==> src/rtl/slc3_stim_sequencer.sv <==
// Table-driven stimulus sequencer: replays programmed switch/button steps and checks observed channels.
// Define STIM_FAILIDX_EN to capture the index of the first failing step on first_fail.
module slc3_stim_sequencer #(
    parameter int unsigned SW_W   = 10,
    parameter int unsigned DEPTH  = 16,
    parameter int unsigned NCHK   = 4,
    parameter int unsigned DATA_W = 16,
    parameter int unsigned DLY_W  = 8,
    localparam int unsigned PTR_W  = $clog2(DEPTH),
    localparam int unsigned CS_W   = $clog2(NCHK),
    localparam int unsigned STEP_W = 3 + CS_W + 2 + SW_W + DLY_W + DATA_W
) (
    input  logic                     Clk,
    input  logic                     Reset_n,
    input  logic                     start,
    input  logic                     prog_we,
    input  logic [PTR_W-1:0]         prog_addr,
    input  logic [STEP_W-1:0]        prog_data,
    input  logic [NCHK*DATA_W-1:0]   obs,
    output logic [SW_W-1:0]          SW,
    output logic                     Run,
    output logic                     Continue,
    output logic                     busy,
    output logic                     done,
    output logic                     pass,
    output logic [7:0]               err_cnt,
    output logic [PTR_W:0]           first_fail
);

    // Step word layout, LSB first: expected, delay, sw, cont_n, run_n, chk_sel, chk_en, last, spare
    localparam int unsigned DLY_LSB  = DATA_W;
    localparam int unsigned SW_LSB   = DLY_LSB + DLY_W;
    localparam int unsigned CONT_BIT = SW_LSB + SW_W;
    localparam int unsigned RUN_BIT  = CONT_BIT + 1;
    localparam int unsigned SEL_LSB  = RUN_BIT + 1;
    localparam int unsigned CHK_BIT  = SEL_LSB + CS_W;
    localparam int unsigned LAST_BIT = CHK_BIT + 1;
    localparam int unsigned TAB_W    = STEP_W - 1;

    typedef enum logic [2:0] {S_IDLE, S_FETCH, S_WAIT, S_CHECK, S_DONE} state_t;
    state_t state_q, state_d;

    logic [TAB_W-1:0]  step_mem [DEPTH];
    logic [TAB_W-1:0]  cur;
    logic [DATA_W-1:0] obs_ch [NCHK];

    logic              cur_last, cur_chk, cur_run_n, cur_cont_n;
    logic [CS_W-1:0]   cur_sel;
    logic [SW_W-1:0]   cur_sw;
    logic [DLY_W-1:0]  cur_dly;
    logic [DATA_W-1:0] cur_exp;

    logic              in_run_c, start_acc_c, mismatch_c, unused_rsvd;
    logic [PTR_W-1:0]  ptr_q, ptr_d;
    logic [DLY_W-1:0]  dly_q, dly_d;
    logic [7:0]        err_q, err_d;
    logic [SW_W-1:0]   sw_q, sw_d;
    logic              run_q, run_d, cont_q, cont_d;
    logic              busy_q, busy_d, done_q, done_d, pass_q, pass_d;

    for (genvar k = 0; k < NCHK; k++) begin : g_obs
        assign obs_ch[k] = obs[k*DATA_W +: DATA_W];
    end

    assign unused_rsvd = prog_data[STEP_W-1];

    assign in_run_c    = (state_q == S_FETCH) || (state_q == S_WAIT) || (state_q == S_CHECK);
    assign start_acc_c = start && !in_run_c;

    assign cur        = step_mem[ptr_q];
    assign cur_last   = cur[LAST_BIT];
    assign cur_chk    = cur[CHK_BIT];
    assign cur_sel    = cur[SEL_LSB +: CS_W];
    assign cur_run_n  = cur[RUN_BIT];
    assign cur_cont_n = cur[CONT_BIT];
    assign cur_sw     = cur[SW_LSB +: SW_W];
    assign cur_dly    = cur[DLY_LSB +: DLY_W];
    assign cur_exp    = cur[0 +: DATA_W];

    // Table storage survives reset; writes are locked out while a table is running
    always_ff @(posedge Clk) begin
        if (prog_we && !in_run_c) begin
            step_mem[prog_addr] <= prog_data[TAB_W-1:0];
        end
    end

    always_ff @(posedge Clk or negedge Reset_n) begin
        if (!Reset_n) begin
            state_q <= S_IDLE;
        end else begin
            state_q <= state_d;
        end
    end

    always_comb begin
        state_d = state_q;
        unique case (state_q)
            S_IDLE, S_DONE: if (start) state_d = S_FETCH;
            S_FETCH:        state_d = (cur_dly != '0) ? S_WAIT : S_CHECK;
            S_WAIT:         if (dly_q == DLY_W'(1)) state_d = S_CHECK;
            S_CHECK:        state_d = (cur_last || ptr_q == PTR_W'(DEPTH - 1)) ? S_DONE : S_FETCH;
            default:        state_d = S_IDLE;
        endcase
    end

    always_comb begin
        ptr_d      = ptr_q;
        dly_d      = dly_q;
        err_d      = err_q;
        sw_d       = sw_q;
        run_d      = run_q;
        cont_d     = cont_q;
        mismatch_c = 1'b0;
        unique case (state_q)
            S_IDLE, S_DONE: begin
                if (start) begin
                    ptr_d = '0;
                    err_d = '0;
                end
            end
            S_FETCH: begin
                sw_d   = cur_sw;
                run_d  = cur_run_n;
                cont_d = cur_cont_n;
                dly_d  = cur_dly;
            end
            S_WAIT: dly_d = dly_q - DLY_W'(1);
            S_CHECK: begin
                mismatch_c = cur_chk && (obs_ch[cur_sel] != cur_exp);
                if (mismatch_c && err_q != 8'hFF) err_d = err_q + 8'd1;
                if (state_d == S_FETCH) ptr_d = ptr_q + PTR_W'(1);
            end
            default: ;
        endcase
        if (state_d == S_DONE) begin
            run_d  = 1'b1;
            cont_d = 1'b1;
        end
        busy_d = (state_d == S_FETCH) || (state_d == S_WAIT) || (state_d == S_CHECK);
        done_d = (state_d == S_DONE);
        pass_d = done_d && (err_d == '0);
    end

    always_ff @(posedge Clk or negedge Reset_n) begin
        if (!Reset_n) begin
            ptr_q  <= '0;
            dly_q  <= '0;
            err_q  <= '0;
            sw_q   <= '0;
            run_q  <= 1'b1;
            cont_q <= 1'b1;
            busy_q <= 1'b0;
            done_q <= 1'b0;
            pass_q <= 1'b0;
        end else begin
            ptr_q  <= ptr_d;
            dly_q  <= dly_d;
            err_q  <= err_d;
            sw_q   <= sw_d;
            run_q  <= run_d;
            cont_q <= cont_d;
            busy_q <= busy_d;
            done_q <= done_d;
            pass_q <= pass_d;
        end
    end

`ifdef STIM_FAILIDX_EN
    // All ones means no failure yet; ptr never reaches that value
    logic [PTR_W:0] ff_q;

    always_ff @(posedge Clk or negedge Reset_n) begin
        if (!Reset_n) begin
            ff_q <= '1;
        end else if (start_acc_c) begin
            ff_q <= '1;
        end else if (mismatch_c && (&ff_q)) begin
            ff_q <= {1'b0, ptr_q};
        end
    end

    assign first_fail = ff_q;
`else
    logic unused_start_acc;
    assign unused_start_acc = start_acc_c;
    assign first_fail       = '1;
`endif

    assign SW       = sw_q;
    assign Run      = run_q;
    assign Continue = cont_q;
    assign busy     = busy_q;
    assign done     = done_q;
    assign pass     = pass_q;
    assign err_cnt  = err_q;

endmodule
==> config.mk <==
export PLATFORM = sky130hd
export DESIGN_NAME = slc3_stim_sequencer
export DESIGN_NICKNAME = d
export VERILOG_FILES = /design/src/rtl/slc3_stim_sequencer.sv
export SDC_FILE = /design/constraint.sdc
export NUM_CORES = 1
export LEC_CHECK = 0
export BUFFER_PORTS_ARGS = -buffer_cell sky130_fd_sc_hd__buf_4
export CAP_MARGIN = 10
export CORE_MARGIN = 8
export CORE_UTILIZATION = 63
export CTS_BUF_LIST = sky130_fd_sc_hd__clkbuf_2 sky130_fd_sc_hd__clkbuf_4 sky130_fd_sc_hd__clkbuf_8
export DETAILED_ROUTE_END_ITERATION = 10
export GPL_TIMING_DRIVEN = 0
export PLACE_DENSITY_LB_ADDON = 0.05
export SYNTH_ARGS = -nofsm -noshare
export SYNTH_HDL_FRONTEND = slang
export SYNTH_SLANG_ARGS = --single-unit
==> constraint.sdc <==
create_clock -name Clk -period 5.05 [get_ports Clk]
set_input_delay 0.505 -clock Clk [delete_from_list [all_inputs] [get_ports Clk]]
set_output_delay 0.505 -clock Clk [all_outputs]
set_load 0.01 [all_outputs]
Yosys cells after proc, flatten, opt, wreduce, memory -nomap -nowiden:

Memories as Yosys holds them, arrays and structs flattened.
Cells that the tools add are included.

* multiplexer cells: 21
* $lt $le $gt $ge: 1
* add/sub/neg operators: 3
* eq/ne operators: 14
* reductions and logical operators: 18
* bitwise operators: 1

Operators with widths (number)
* binary-select mux 16 bit (select 2 bit): 1
* two-way mux 16 bit: 2
* case mux 8 bit (2 select lines): 2
* two-way mux 8 bit: 2
* inequality test 16 bit: 1
* equality test 3 x 2 -> 1 bit, second input constant: 4
* case mux 3 bit (4 select lines): 1
* two-way mux 3 bit: 3
* adder 8 x 1 -> 8 bit, second input constant: 1
* equality test 8 x 1 -> 1 bit, second input constant: 1
* zero test 8 bit: 1
* two-way mux 4 bit: 2
* inequality test 8 bit, second input constant: 1
* case mux 4 bit (2 select lines): 1
* nonzero test 8 bit: 1
* subtractor 8 x 1 -> 8 bit, second input constant: 1
* two-way mux 1 bit: 7
* equality test 3 x 1 -> 1 bit, second input constant: 2
* equality test 3 bit, second input constant: 2
* nonzero test 2 bit: 3
* logical OR 1 bit: 5
* adder 4 x 1 -> 4 bit, second input constant: 1
* equality test 4 bit, second input constant: 1
* logical AND 1 bit: 4
* other kinds (8): 8

* memory bits (writable): 640
* bits of input ports: 113
* output and inout port bits: 28
* word-level logic and storage cells: 69
* memories kept: 1
* bits in registers: 38

Memory list
* step_mem: depth 16, bits a word 40, read ports 1, clocked after Yosys merged registers in 0, wr ports 1, RTL line 43 `logic [TAB_W-1:0] step_mem [DEPTH];`

Depth between registers and ports, before layout:

An unclocked memory read counts as a cell.

* word-level depth: 12
* mapped depth: 17
* mapped depth without buffers: 12

Worst setup path after synthesis:

No wires, ideal clock.

* path type: reg2reg
* from: register state_q[1]
* to: memory step_mem[2][0] (netlist name), enable pin
* path buffers: 1
* clock period less this slack: 4.587 ns
* slack: 0.463 ns
* required time: 4.563 ns
* arrival: 4.100 ns
* stages on the path, launching flop included: 6
* library setup time: 0.487 ns
* path through: dfrtp_1 clkbuf_1 nor2_1 o21ai_0 or3b_2 nor3_1

* word-level cells in the longest chain between the ends: 7
* elaborated cells on any way between the ends: 9
* classes of those cells: 3 x eq/ne; 2 x mux; 4 x reduce/logical

RTL lines
* start: declaration: RTL line 41 `state_t state_q, state_d;`
* start signal: assignment: RTL line 91 `state_q <= state_d;`
* equality test 3 x 1 -> 1 bit or equality test 3 x 2 -> 1 bit (tied branches): RTL line 67 `assign in_run_c = (state_q == S_FETCH) || (state_q == S_WAIT) || (state_q == S_CHECK);`
* logical OR 1 bit: RTL line 67
* logical OR 1 bit *: RTL line 67
* zero test 1 bit *: RTL line 82 `if (prog_we && !in_run_c) begin`
* logical AND 1 bit *: RTL line 82
* two-way mux 1 bit *: RTL line 82
* two-way mux 1 bit (implied by the code) *: RTL line 83 `step_mem[prog_addr] <= prog_data[TAB_W-1:0];`
* end: declaration: RTL line 43

Mark *: on every way between the ends. The rest lies on a longest branch, timed or not.

Worst setup path after layout:

* from: register ptr_q[1]
* to: register sw_q[3], in the netlist SW[3]

* word-level cells in the longest chain between the ends: 1

RTL lines
* start: declaration: RTL line 54 `logic [PTR_W-1:0] ptr_q, ptr_d;`
* start signal: assignment: RTL line 156 `ptr_q <= ptr_d;`
* memory read (16 x 40 bit)
* end signal: assignment: RTL line 159 `sw_q <= sw_d;`
* end: declaration: RTL line 57 `logic [SW_W-1:0] sw_q, sw_d;`

Every way passes these cells.
A chain may end at the register's enable or synchronous reset.

==> implementation parameters <==
Parameter                              Value

Setup path
  Series of cell instances along the critical path    buf_2 -> buf_2 -> buf_2 -> buf_4 -> buf_4 -> buf_2 -> buf_1 -> clkbuf_1 -> mux4_2 -> o221ai_1 -> o21ai_0
  Element type at the critical path start    register
  Worst path max stage delay    approximately 0.86 ns
  Highest-delay cell along the critical path    sky130_fd_sc_hd__clkbuf_1
  Destination of the critical timing path    SW[3]
  Arrival @ worst endpoint    between 5 and 6 ns
  Critical Path Source    ptr_q[1]
  Worst Path Required    about 5.6 ns
  Worst Reg2Reg Path Length in Cells    11
  Capture instance of the worst register-to-register path    SW[3]
  Worst R2R Start    ptr_q[1]
  CP Max Fanout    10
  CP Class    register to register
  Sort of element at the end of the critical path    register
  Setup slack of the most critical reg-to-reg path    between 0.3 and 0.4 ns
  Most common cell on crit path    sky130_fd_sc_hd__buf_2

Power and ir drop
  Areal power density over the cells    ~440 mW/mm^2
  Leakage Power    between 10 and 15 nW
  Worst voltage drop across the vdd grid    between 0.0002 and 0.0003 V

Timing
  Max_slew headroom    ~29%
  Final worst path period need    about 4.7 ns
  Max frequency    212 MHz
  Final hold violations    0
  Smallest hold slack    approximately 0.11 ns
  RSZ-0062 raised after global routing    no
  Max-slew violations    0
  Worst clock skew    roughly 0.031 ns
  Final Setup Violations    0
  Share of the cycle needed by the critical path after routing    between 90 and 100%
  Worst-Margin Slew    approximately 1.1 ns

Synth
  Gate Count Post-Synth    1519
  Average size of a mapped cell    about 18 sq um
  Post-Synthesis Cell Area    0.0278 sq mm
  Most area-hungry cell type in the Yosys netlist    sky130_fd_sc_hd__edfxtp_1
  Dominant cell by count in the synthesized netlist    sky130_fd_sc_hd__edfxtp_1
  Predominant post-synthesis flop cell    sky130_fd_sc_hd__edfxtp_1
  Top cells by instance count after synthesis    sky130_fd_sc_hd__edfxtp_1, sky130_fd_sc_hd__mux2i_1, sky130_fd_sc_hd__mux4_2
  Sequential-to-total area share from yosys stat    between 70% and 80%
  Synthesis-stage register bit count    678
  Fraction of synthesized cell area taken by the top area cell type    between 60% and 70%
  FFs w/ async S/R, synth    under 10%
  YS warnings    0
  Distinct cells, synth    82
  Count of flip-flops with a built-in enable after synthesis    640
  Top area cells in the synthesized netlist    sky130_fd_sc_hd__edfxtp_1, sky130_fd_sc_hd__mux4_2, sky130_fd_sc_hd__mux2i_1

Placed design
  Count of input and output buffers    around 130
  Placed cell count    2291
  Cell Area, Placed    a little over 0.03 sq mm
  Detail Placement HPWL    around 44000 um
  Global placement routability congestion    about 0.9

Route
  Final antenna-violating net count    0
  DR WL/cell    ~27 um
  First drt pass iteration count    5
  Post-DR vias/cell    roughly 6.4
  DRC violation count after routing    0
  Via count of the routed design    15854
  Number of DRC markers after the initial detailed-route iteration    between 1500 and 2000
  Detailed Route WL    around 67000 um

Global routing
  Initial antenna violation count    1
  Overflow after GRT    0
  Total routing usage reported by global routing    26.4%
  Largest net degree at the start of global routing    39
  Number of global-route vias before repair    roughly 16000
  Wire length of the first global-routing pass    roughly 99000 um

Final layout
  Number of filler instances in the final layout    approximately 2600
  Total Nets Final    1921
  Final non-filler cell total    around 2500
  Post-route cell area    roughly 0.032 sq mm
  Area growth syn-to-layout    16.5%
  Util after Layout    approximately three quarters
  Layout cells sized above 1    28.5%

CTS
  Root Buffer    sky130_fd_sc_hd__clkbuf_8
  H-tree Lvls    3
  Post-CTS setup repair buffer count    0
  Clock-pin slew reported for the worst setup and hold paths after clock tree synthesis    around 0.07 ns
  Number of buffers between clock root and the deepest sink    3
  Clock latency on the worst-skew pair    roughly 0.70 ns
  Clock tree sinks    roughly 680
  Number of buffers inserted during clock tree synthesis    102
  Clock tree from TritonCTS    done

Floorplanning
  Initial core utilization    a little over three fifths
  Row Count    77
  Core area    about 0.044 sq mm
  Die height    between 200 and 250 um
  Boundary pin count    between 100 and 150
  Die Outline Area    0.0510 sq mm
  Die outline width    roughly 230 um

Run
  Max-cap violations    0

Outcome
  Run status    completed

Min path
  Worst hold-check path type    input port to register
## per-layer routing
metal,part of all wire [%],up-vias,global-route usage (%),wire length (um)
met5,0,-,0,0
met4,2.2,0,9.06,1470
met3,7.4,98,4.31,4960
met2,50,740,43.7,33300
met1,40,8109,35.7,27000
li1,-,6907,-,-
## layout make-up
class	instances	area (sq um)	area share, %
clock inverters	39	260	0.805
clock buffers	148	1780	5.50
well taps	592	741	2.29
inverters	14	52.6	0.162
flip-flops and latches	678	20200	62.4
diodes	2	5.00	0.0155
multi-input cells	743	7130	22.0
repair buffers	177	1670	5.17
plain buffers	88	534	1.65
## worst max-delay path: cells and delay by family, from the launching register on
family	cells	cell delay (ns)
buffers and inverters	8	3.26
DFF	1	0.38
muxes	1	0.44
AOI/OAI and AO/OA	2	0.43
## flip-flops by register name, indices dropped and copies added, names as in the netlist
name / cells
Continue: 1
err_cnt: 8
dly_q: 8
busy: 1
Run: 1
pass: 1
step_mem: 640
done: 1
SW: 10
state_q: 3
ptr_q: 4
## through the flow
stage                     setup slack [ns]  power, mW  TNS [ns]
after floorplan                      0.463       8.85         0
after global placement               -3.54       9.75   -772.42
after detailed placement             0.214       9.86         0
after CTS                            0.176       14.3         0
after global routing                 0.220       14.7         0
final                                0.330       14.2         0
## worst min path at each step
stage / cells after the start / end / start / slack [ns]
global placement: 2 / SW[2] / SW[2] / 0.47
CTS: 1 / step_mem[7][32] / prog_data[32] / 0.06
detailed placement: 2 / SW[2] / SW[2] / 0.48
finish: 1 / step_mem[9][30] / prog_data[30] / 0.11
floorplan: 0 / SW[0] / Reset_n / 0.21
global route: 1 / step_mem[10][30] / prog_data[30] / 0.1
## power breakdown
group / internal (mW) / switching (mW) / leakage (nW) / total, mW
clock: 2.42 / 2.03 / 1.08 / 4.45
combinational: 1.47 / 1.75 / 3.36 / 3.21
sequential: 6.40 / 0.125 / 6.25 / 6.52
total: 10.3 / 3.90 / 10.7 / 14.2
## cells by family after synthesis
family | synth area share (%)
buffers and inverters | 2.11
XOR/XNOR | 0.473
adder cells (fa/ha/maj) | 0.180
multiplexers | 13.4
flip-flops | 72.7
AO/OA/AOI/OAI | 7.39
other | 0.0135
AND/OR/NAND/NOR | 3.76
## placed cells by master (no fill, tap or decap), types with 31 or more instances in the layout
master / instances
sky130_fd_sc_hd__edfxtp_1: 640
sky130_fd_sc_hd__nand2_1: 81
sky130_fd_sc_hd__clkbuf_8: 107
sky130_fd_sc_hd__dfrtp_1: 36
sky130_fd_sc_hd__buf_4: 151
sky130_fd_sc_hd__mux4_2: 93
sky130_fd_sc_hd__mux2i_1: 158
sky130_fd_sc_hd__o221ai_1: 64
sky130_fd_sc_hd__clkbuf_4: 41
sky130_fd_sc_hd__nand3_1: 31
sky130_fd_sc_hd__clkbuf_1: 35
sky130_fd_sc_hd__o211ai_1: 33
## what timing repair did
action                                 in CTS  in global routing
hold buffers                                1                  0
resized for setup                           0                  0
endpoints found under the hold margin      36                  0
Note: power is estimated with default switching activity, not from simulation.
